`src/rtl/serial_tx_mod.sv`:
```
// Serial-link transmitter: frames one parallel word as start bit, data bits
// LSB first, optional even parity, then stop bit. Each bit lasts OVERSAMPLE
// clocks, and a strobe marks the middle of every bit.
//
// Ports:
//   sc_clk_ctrl  in   link clock, rising edge
//   reset        in   synchronous, active-high reset
//   tx_data      in   word to send, captured at accept
//   tx_start     in   send request, accepted whenever tx_busy=0
//   tx_busy      out  high from the accept edge through the last stop-bit cycle
//   tx_done      out  one-cycle pulse right after the stop bit
//   S_data_out   out  serial line, idles high
//   sample_phase out  one-clock strobe at bit-counter value OVERSAMPLE/2
module serial_tx_mod #(
  parameter int unsigned DATA_BITS  = 8,
  parameter int unsigned OVERSAMPLE = 8,
  parameter int unsigned PARITY_EN  = 0
) (
  input  logic                 sc_clk_ctrl,
  input  logic                 reset,
  input  logic [DATA_BITS-1:0] tx_data,
  input  logic                 tx_start,
  output logic                 tx_busy,
  output logic                 tx_done,
  output logic                 S_data_out,
  output logic                 sample_phase
);

  localparam int unsigned CNT_W = $clog2(OVERSAMPLE);
  localparam int unsigned IDX_W = (DATA_BITS > 1) ? $clog2(DATA_BITS) : 1;
  localparam logic [CNT_W-1:0] CNT_LAST = CNT_W'(OVERSAMPLE - 1);
  localparam logic [CNT_W-1:0] CNT_MID  = CNT_W'(OVERSAMPLE / 2);
  localparam logic [IDX_W-1:0] IDX_LAST = IDX_W'(DATA_BITS - 1);

  typedef enum logic [2:0] {
    S_IDLE,
    S_START,
    S_DATA,
    S_PARITY,
    S_STOP
  } state_e;

  state_e               state_q, state_d;
  logic [CNT_W-1:0]     cnt_q, cnt_d;
  logic [IDX_W-1:0]     idx_q, idx_d;
  logic [DATA_BITS-1:0] shift_q, shift_d;
  logic                 par_q, par_d;
  logic                 line_q, line_d;
  logic                 busy_q, busy_d;
  logic                 done_q, done_d;
  logic                 phase_q, phase_d;
  logic                 bit_end;

  // Next-state logic; outputs are derived from the next state so the
  // registered line already reflects the state being entered.
  always_comb begin
    state_d = state_q;
    cnt_d   = cnt_q + CNT_W'(1);
    idx_d   = idx_q;
    shift_d = shift_q;
    par_d   = par_q;
    done_d  = 1'b0;
    bit_end = (cnt_q == CNT_LAST);

    case (state_q)
      S_IDLE: begin
        cnt_d = '0;
        idx_d = '0;
        if (tx_start) begin
          shift_d = tx_data;
          par_d   = ^tx_data;
          state_d = S_START;
        end
      end
      S_START: begin
        if (bit_end) state_d = S_DATA;
      end
      S_DATA: begin
        if (bit_end) begin
          shift_d = shift_q >> 1;
          if (idx_q == IDX_LAST) begin
            idx_d   = '0;
            state_d = (PARITY_EN != 0) ? S_PARITY : S_STOP;
          end else begin
            idx_d = idx_q + IDX_W'(1);
          end
        end
      end
      S_PARITY: begin
        if (bit_end) state_d = S_STOP;
      end
      S_STOP: begin
        if (bit_end) begin
          state_d = S_IDLE;
          done_d  = 1'b1;
        end
      end
      default: state_d = S_IDLE;
    endcase

    case (state_d)
      S_START:  line_d = 1'b0;
      S_DATA:   line_d = shift_d[0];
      S_PARITY: line_d = par_d;
      default:  line_d = 1'b1;
    endcase

    busy_d  = (state_d != S_IDLE);
    phase_d = (state_d != S_IDLE) && (cnt_d == CNT_MID);
  end

  // State and output registers
  always_ff @(posedge sc_clk_ctrl) begin
    if (reset) begin
      state_q <= S_IDLE;
      cnt_q   <= '0;
      idx_q   <= '0;
      shift_q <= '0;
      par_q   <= 1'b0;
      line_q  <= 1'b1;
      busy_q  <= 1'b0;
      done_q  <= 1'b0;
      phase_q <= 1'b0;
    end else begin
      state_q <= state_d;
      cnt_q   <= cnt_d;
      idx_q   <= idx_d;
      shift_q <= shift_d;
      par_q   <= par_d;
      line_q  <= line_d;
      busy_q  <= busy_d;
      done_q  <= done_d;
      phase_q <= phase_d;
    end
  end

  assign S_data_out   = line_q;
  assign tx_busy      = busy_q;
  assign tx_done      = done_q;
  assign sample_phase = phase_q;

endmodule

```
`config.mk`:
```
export PLATFORM = sky130hd
export DESIGN_NAME = serial_tx_mod
export DESIGN_NICKNAME = d
export VERILOG_FILES = /design/src/rtl/serial_tx_mod.sv
export SDC_FILE = /design/constraint.sdc
export NUM_CORES = 1
export LEC_CHECK = 0
export CAP_MARGIN = 20
export CORE_MARGIN = 1.5
export CORE_UTILIZATION = 55
export CTS_CLUSTER_DIAMETER = 60
export CTS_CLUSTER_SIZE = 40
export DETAILED_ROUTE_END_ITERATION = 6
export PLACE_DENSITY = 0.86
export SLEW_MARGIN = 20
export SYNTH_ARGS = -nofsm -noshare
export SYNTH_HDL_FRONTEND = slang
export SYNTH_SLANG_ARGS = --single-unit
```
`constraint.sdc`:
```
create_clock -name sc_clk_ctrl -period 2.4 [get_ports sc_clk_ctrl]
set_input_delay 0.36 -clock sc_clk_ctrl [delete_from_list [all_inputs] [get_ports sc_clk_ctrl]]
set_output_delay 0.36 -clock sc_clk_ctrl [all_outputs]
set_load 0.05 [all_outputs]
```
### Word level (Yosys, flattened, before mapping)

Cells that the tools add are included.

| word-level totals | value |
|---|---|
| bits in registers | 22 |
| latch bits | 0 |
| bits in writable memories | 0 |
| bits in read-only memories | 0 |
| bits of input ports | 11 |
| output and inout port bits | 4 |
| memories | 0 |

| operators by class | value |
|---|---|
| $add $sub $neg | 2 |
| $mul | 0 |
| div/mod/pow operators | 0 |
| order comparisons | 0 |
| equal/unequal tests | 12 |
| shift-type cells | 0 |
| multiplexer cells | 18 |
| bitwise operators | 1 |
| reductions and logical operators | 8 |

Operator list:

| operator | count |
|---|---|
| two-way mux 3 bit | 9 |
| two-way mux 8 bit | 2 |
| case mux 8 bit (2 select lines) | 1 |
| case mux 3 bit (5 select lines) | 1 |
| == test 3 x 2 -> 1 bit (second input constant) | 4 |
| == test 3 bit (second input constant) | 4 |
| XOR reduction 8 bit | 1 |
| adder 3 x 1 -> 3 bit (second input constant) | 2 |
| == test 3 x 1 -> 1 bit (second input constant) | 2 |
| case mux 3 bit (2 select lines) | 1 |
| inequality test 2 bit (second input constant) | 2 |
| zero test 3 bit | 1 |
| two-way mux 1 bit | 3 |
| case mux 1 bit (3 select lines) | 1 |
| AND reduction 3 bit | 1 |
| nonzero test 3 bit | 1 |
| AND reduction 2 bit | 1 |
| nonzero test 2 bit | 1 |
| OR reduction 2 bit | 1 |
| logical AND 1 bit | 1 |
| NOT 1 bit | 1 |

### Longest topological paths before layout

Gate-level depths: netlist of the first run.

| logic depth | value |
|---|---|
| word-level depth | 6 |
| depth in mapped cells | 7 |
| mapped depth without buffers | 6 |

### Worst setup path before layout of the first run

OpenSTA, ideal clock, no wires.

| timing | value |
|---|---|
| path kind | register to register |
| start point | register cnt_q[0] |
| end point | register idx_q[0] |
| setup time | 65 ps |
| data arrival time | 1459 ps |
| data required time | 2335 ps |
| path slack | 875 ps |
| stages on the path, launching flop included | 8 |
| cell sequence | dfxtp_1 -> ha_1 -> ha_1 -> and4bb_2 -> buf_4 -> nor2_1 -> a22oi_1 -> nor2_1 |

| between the ends | value |
|---|---|
| longest elaborated chain between the ends | 3 |

RTL lines:

| what | line | text |
|---|---|---|
| start, declared | 44 | `logic [CNT_W-1:0] cnt_q, cnt_d;` |
| start signal, assigned | 126 | `cnt_q <= cnt_d;` |
| == test 3 bit | 63 | `bit_end = (cnt_q == CNT_LAST);` |
| via bit_end | 52 | `logic bit_end;` |
| inequality test 2 bit (no line) | - |  |
| AND reduction 2 bit (no line) | - |  |
| end signal, assigned | 127 | `idx_q <= idx_d;` |
| end, declared | 45 | `logic [IDX_W-1:0] idx_q, idx_d;` |

The timed path passes the listed nets, and every way through them passes these cells.
A chain may end at the register's enable or synchronous reset.

### Worst setup path after layout of the first run

| timing | value |
|---|---|
| start point | register cnt_q[0] |
| end point | register shift_q[7] |

| between the ends | value |
|---|---|
| longest elaborated chain between the ends | 3 |

RTL lines:

| what | line | text |
|---|---|---|
| == test 3 bit | 63 |  |
| via bit_end | 52 |  |
| inequality test 2 bit (no line) | - |  |
| AND reduction 3 bit (no line) | - |  |
| end signal, assigned | 128 | `shift_q <= shift_d;` |
| end, declared | 46 | `logic [DATA_BITS-1:0] shift_q, shift_d;` |

The timed path passes the listed nets, and every way through them passes these cells.

==> run metrics, run 1 <==
final worst-path cycle share 75.6%; max layer used met4; area of the core 1760 um^2; Avg Cell Area, Syn 9.42 um^2; unrepaired setup endpoints after global routing no; total CTS buffers 3; post_cts resized 0; layout cells sized above 1 between 10% and 20%; placed cell count 145; WL met2 858 um; worst hold path class reg -> reg; CTS sink cnt 22; setup TNS 0 ps; yosys warns 0; multiplexer area fraction after synthesis 0%; NumNets Final ~140; Critical Path Source cnt_q[0]; finished layout cell area ~1200 um^2; largest family of logic cells by synthesized area simple AND/OR/NAND/NOR gates; pin count of the biggest net entering global routing 15; Initial DRT Pass Iterations 4; initial core utilization about three fifths; Slew headroom around two thirds; # diodes 0; VDD IR max between 500 and 600 uV; Synth Area in Compound Gates approximately 17%; commonest non-fill, non-tap cells in the layout dfxtp_1, clkdlybuf4s50_1, nor2_1, a22oi_1, nand2_1; P&R area growth vs syn 17.7%; final antenna-violating net count 0; Cell Pwr Density between 600 and 700 nW/um^2; Worst Reg-to-Reg Cells 6; hold slack between 400 and 500 ps; I/O Buffers 14; Static Leak around 0.47 nW; DR WL met3 between 40 and 50 um; xor/xnor cell area share of the yosys netlist under 10%; initial drt markers 14; crit-path max FO 11; vias per cell roughly 5.3; sequential power share 49.9%; Hold-fix buffers, CTS 0; Internal around 0.61 mW; Post-Synth Adder-Cell Area between 5 and 6%; GPL Wtd Cong 0.805; simple-gate share of the synthesized area between 20 and 25%; routed vias between 700 and 800; clk buf depth 2; initial antenna violation count 0; synth top area cells dfxtp_1, a22oi_1, ha_1; status complete, no violations; Reg clk slew, reported paths about 120 ps; worst skew pair latency 310 ps; Post-Synthesis Cell Area 1050 um^2; area leader, netlist dfxtp_1; worst r2r src cnt_q[0]; synthesized flop and latch total 22; Seq/Total Area, Yosys between 40% and 50%; FF-to-FF setup slack a little under 600 ps; drt wl/cell roughly 12 um; total wire length 1790 um; critical path arrival 2060 ps; clock share of power between 30% and 40%; syn nets ~130; # IOs 15; Worst Path Required 2650 ps; skew final a little over 6 ps; Final setup viols 0; logic gate share of total power between 10% and 20%; fin crit period between 1500 and 2000 ps; Final Hold Fails 0; most common cell after layout, fill and taps aside dfxtp_1; worst r2r dst shift_q[7]; Synth top area share 42.1%; CTS tree built; final routed DRC violation total 0; placed wire-length estimate between 1000 and 1500 um; Cell Area, Placed about 1200 um^2; gr ovfl total 0; crit end category flip-flop; Non-Filler Instances ~150; crit path launch type flip-flop; gr usage total about a fifth; P_sw around 0.18 mW; first-pass GRT wire length between 2000 and 3000 um; full die area approximately 2200 um^2; routed length on met1 approximately 850 um; Post-CTS Setup Bufs 0; Sw Share between 20 and 25%; final core utilization between 60 and 70%; cell count after synthesis 111; CP Class reg -> reg; worst setup path end shift_q[7]; vias in the first global route 650; root buffer selected by CTS clkbuf_4; CTS H-tree depth 1; die height approximately 47 um; actual slew at the worst max-slew pin a little over 500 ps; FP Rows 15; max-capacitance violation count 0; Synth cell types 32; fmax between 500 and 600 MHz; Die Width between 40 and 50 um; max-slew violations 0
worst min path at each step:
| stage | from | to | slack (ps) | cells past startpoint |
|---|---|---|---|---|
| 2_1_floorplan | cnt_q[0] | cnt_q[0] | 420 | 1 |
| 3_3_place_gp | cnt_q[0] | cnt_q[0] | 440 | 1 |
| 3_5_place_dp | shift_q[5] | shift_q[5] | 450 | 2 |
| 4_1_cts | shift_q[5] | shift_q[5] | 470 | 2 |
| 5_1_grt | shift_q[5] | shift_q[5] | 490 | 2 |
| 6_report | shift_q[5] | shift_q[5] | 460 | 2 |
metrics by stage:
stage / setup slack (ps) / total power [mW]
2_1_floorplan: 875 / 0.478
3_3_place_gp: 585 / 0.512
3_5_place_dp: 537 / 0.514
4_1_cts: 574 / 0.796
5_1_grt: 417 / 0.824
6_report: 586 / 0.788
synth_stat cells:
| library cell | number |
|---|---|
| nand3b_1 | 1 |
| or3b_1 | 1 |
| nor4b_4 | 1 |
| xnor2_1 | 7 |
| and4bb_2 | 1 |
| a31oi_1 | 2 |
| or3_1 | 1 |
| a22oi_1 | 10 |
| and2_1 | 1 |
| nor3_1 | 4 |
| buf_4 | 1 |
| o32ai_1 | 1 |
| a22oi_2 | 1 |
| inv_1 | 3 |
| a221o_2 | 1 |
| ha_1 | 5 |
| a21oi_1 | 9 |
| or2_1 | 1 |
| nor2_2 | 2 |
| clkbuf_1 | 2 |
| and3b_1 | 1 |
| nor2b_1 | 1 |
| a211oi_1 | 1 |
| buf_6 | 3 |
| o21a_1 | 1 |
| nor3b_1 | 1 |
| dfxtp_1 | 22 |
| nand2_1 | 10 |
| nor4b_1 | 1 |
| buf_2 | 1 |
| nor2_1 | 13 |
| nor4b_2 | 1 |
layer usage:
| metal | vias to the layer above | track usage [%] |
|---|---|---|
| li1 | 418 | - |
| met1 | 358 | 26.8 |
| met2 | 12 | 28.1 |
| met3 | 4 | 5.88 |
| met4 | 0 | 10.0 |
| met5 | - | 0 |
flip-flops by register name, indices dropped and copies added (netlist names):
signal        flops
cnt_q             3
state_q           3
tx_done           1
sample_phase      1
S_data_out        1
idx_q             3
tx_busy           1
par_q             1
shift_q           8
logic make-up after synthesis:
group / count (synthesis)
AND/OR/NAND/NOR: 41
adder cells (fa/ha/maj): 5
XOR/XNOR: 7
AO/OA/AOI/OAI: 26
flip-flops: 22
buffers and inverters: 10
power by group through the flow:
| stage | clock network [mW] | logic (mW) | registers, mW |
|---|---|---|---|
| after CTS | 0.287 | 0.115 | 0.394 |
| after global routing | 0.304 | 0.124 | 0.396 |
| after global placement | 0 | 0.111 | 0.401 |
| after detailed placement | 0 | 0.112 | 0.402 |
| final | 0.280 | 0.114 | 0.394 |
| after floorplan | 0 | 0.0708 | 0.407 |
critical path: stages (launching register included):
cell and delay, ps:
dfxtp_1 350, ha_1 210, ha_1 250, and4bb_2 340, nor2_1 360, a22oi_1 130
nor2_1 120
area by class of cell:
type | instances | area [um^2]
clock buffers | 3 | 22.5
clock inverters | 1 | 30.0
fillers | 154 | 533
inverters | 3 | 11.3
multi-input cells | 79 | 541
flip-flops and latches | 22 | 440
well taps | 25 | 31.3
repair buffers | 16 | 155
(Power assumes the default switching activity.)
==> inputs of run 2 (changes only) <==
Settings changed: CORE_UTILIZATION 55 to 52, PLACE_DENSITY 0.86 to 0.83.
Clock period 2.4 ns to 1.7 ns, I/O delays scaled along.
==> run 2 against run 1 <==
Compared with the run above:
- maximum frequency up 16%
- critical path depth unchanged
- largest power group unchanged
- clock skew is 1.7 ps higher
- setup slack lost 450 ps
- non-clock buffer count increased by 3
- clock power is 3% higher
- hold slack better by 9.3 ps
- cell count up 3.4%
- wire length is 6.7% higher
==> run metrics, run 2 (synthesis results as in run 1) <==
Cell Pwr Density 806 nW/um^2 (+26%); critical path's largest stage delay 350 ps (about the same); gr usage total 16.9% (-2.9 points); drt wl/cell 12.4 um (+3.3%); WL met2 967 um (+13%); CTS H-tree depth 1 (unchanged); CP Buf/Inv Count 1 (+1); vias per cell 5.25 (-1.3%); I/O Buffers 14 (unchanged); FF-to-FF setup slack 140 ps (-450 ps); dpl ws 18.8 ps (-519 ps); setup TNS 0 ps (unchanged); hold path start cnt_q[0]; P&R area growth vs syn 19.5%; placed cell count 150 (+3.4%); placed wire-length estimate 1410 um (+8.1%); max-capacitance violation count 0 (unchanged); Slew headroom 66.1% (+0.47 points); Non-Filler Instances 154 (+3.4%); max layer used met4; CP Class reg -> reg; CP Cell Sequence ha_1, ha_2, and4bb_2, buf_4, a22oi_1, a21oi_1; unrepaired setup endpoints after global routing no; routed length on met1 884 um (+4.4%); crit-path max FO 9 (-2); layout cells sized above 1 17.3% (+6.8 points); # IOs 15 (unchanged); Static Leak 0.489 nW (+3.6%); initial drt markers 9 (-5); clk buf depth 2 (unchanged); Largest register FFs 8 (unchanged); worst r2r src cnt_q[0]; Die Width 47.9 um (+2.7%); # diodes 0 (unchanged); Slowest-stage cell, CP dfxtp_1; initial core utilization 54.4% (-4.9 points); commonest non-fill, non-tap cells in the layout dfxtp_1, nor2_1, a22oi_1, nand2_1, clkdlybuf4s50_1; DR WL met3 49 um (+4.3%); GPL Wtd Cong 0.836 (+3.8%); CTS sink cnt 22 (unchanged); final routed DRC violation total 0 (unchanged); vias in the first global route 642 (-1.2%); largest reg by FF count shift_q; fin crit period 1560 ps (-252 ps); initial antenna violation count 0 (unchanged); crit path launch type flip-flop; first-pass GRT wire length 2660 um (-9.4%); VDD IR max 496 uV (-2.1%); CTS tree built; Final setup viols 0 (unchanged); Worst path top cell family by delay adder cells; Reg clk slew, reported paths 120 ps (about the same); status complete, no violations; most common cell after layout, fill and taps aside dfxtp_1; routed vias 808 (+2.0%); Hold-fix buffers, CTS 0 (unchanged); total wire length 1920 um (+6.7%); critical path arrival 1760 ps (-300 ps); area of the core 1920 um^2 (+8.9%); max-slew violations 0 (unchanged); NumNets Final 144 (+2.1%); die height 47.9 um (+2.7%); Tot Pwr 1.01 mW (+28%); actual slew at the worst max-slew pin 508 ps (-6.33 ps); worst hold path class reg -> reg; skew final 7.80 ps (+1.66 ps); full die area 2290 um^2 (+5.4%); Final Hold Fails 0 (unchanged); root buffer selected by CTS clkbuf_4; Worst Path Required 1900 ps (-750 ps); total CTS buffers 3 (unchanged); final antenna-violating net count 0 (unchanged); FP Rows 16 (+1); hold slack 470 ps (+9.30 ps); Critical Path Source cnt_q[0]; Final WS setup 138 ps (-448 ps); worst skew pair latency 310 ps (about the same); final worst-path cycle share 91.9% (+16 points); Initial DRT Pass Iterations 4 (unchanged); fmax 640 MHz (+16%); gr ovfl total 0 (unchanged); crit end category flip-flop; pin count of the biggest net entering global routing 13 (-2)
-- run 2: cell types whose count changed in the layout (fill, tap and decap cells not counted) --
cell | previous run | this run
a31oi_2 | 0 | 1
nor4b_1 | 1 | 0
bufinv_16 | 1 | 0
nor4b_2 | 1 | 2
clkbuf_8 | 0 | 1
a31oi_1 | 2 | 1
buf_4 | 2 | 8
ha_2 | 0 | 1
clkdlybuf4s50_1 | 14 | 10
dlymetal6s2s_1 | 0 | 1
ha_1 | 5 | 4
-- run 2: area by class of cell --
class                   instances  area, um^2
fillers                       168         672
multi-input cells              79         556
flip-flops and latches         22         440
repair buffers                 19         173
clock buffers                   4        36.3
well taps                      27        33.8
inverters                       3        11.3
-- run 2: per-layer routing --
| layer | vias up | track usage, % |
|---|---|---|
| li1 | 424 | - |
| met1 | 372 | 22.1 |
| met2 | 10 | 26.4 |
| met3 | 2 | 3.40 |
| met4 | 0 | 8.11 |
| met5 | - | 0 |
-- run 2: per-stage QoR --
| stage | area [um^2] | utilization, % |
|---|---|---|
| 6_report | 1250 | 65.0 |
| 3_5_place_dp | 1200 | 62.2 |
| 5_1_grt | 1250 | 65.0 |
| 2_1_floorplan | 1050 | - |
| 3_3_place_gp | 1200 | 62.2 |
| 4_1_cts | 1230 | 64.1 |
-- run 2: power breakdown --
group          internal (mW)  switching, mW
Combinational         0.0847         0.0795
Clock                  0.131          0.156
Sequential             0.539         0.0173
-- run 2: final timing paths --
kind | endpoint | depth (start not counted)
worst max-delay path | shift_q[3] | 6
worst min-delay path | cnt_q[0] | 1
worst max register to register | shift_q[3] | 6
worst min register to register | cnt_q[0] | 1
-- run 2: timing repair --
| item | in CTS | in global routing |
|---|---|---|
| gates resized for setup | 0 | 4 |
| setup buffers | 0 | 0 |
| setup endpoints to repair | 0 | 7 |
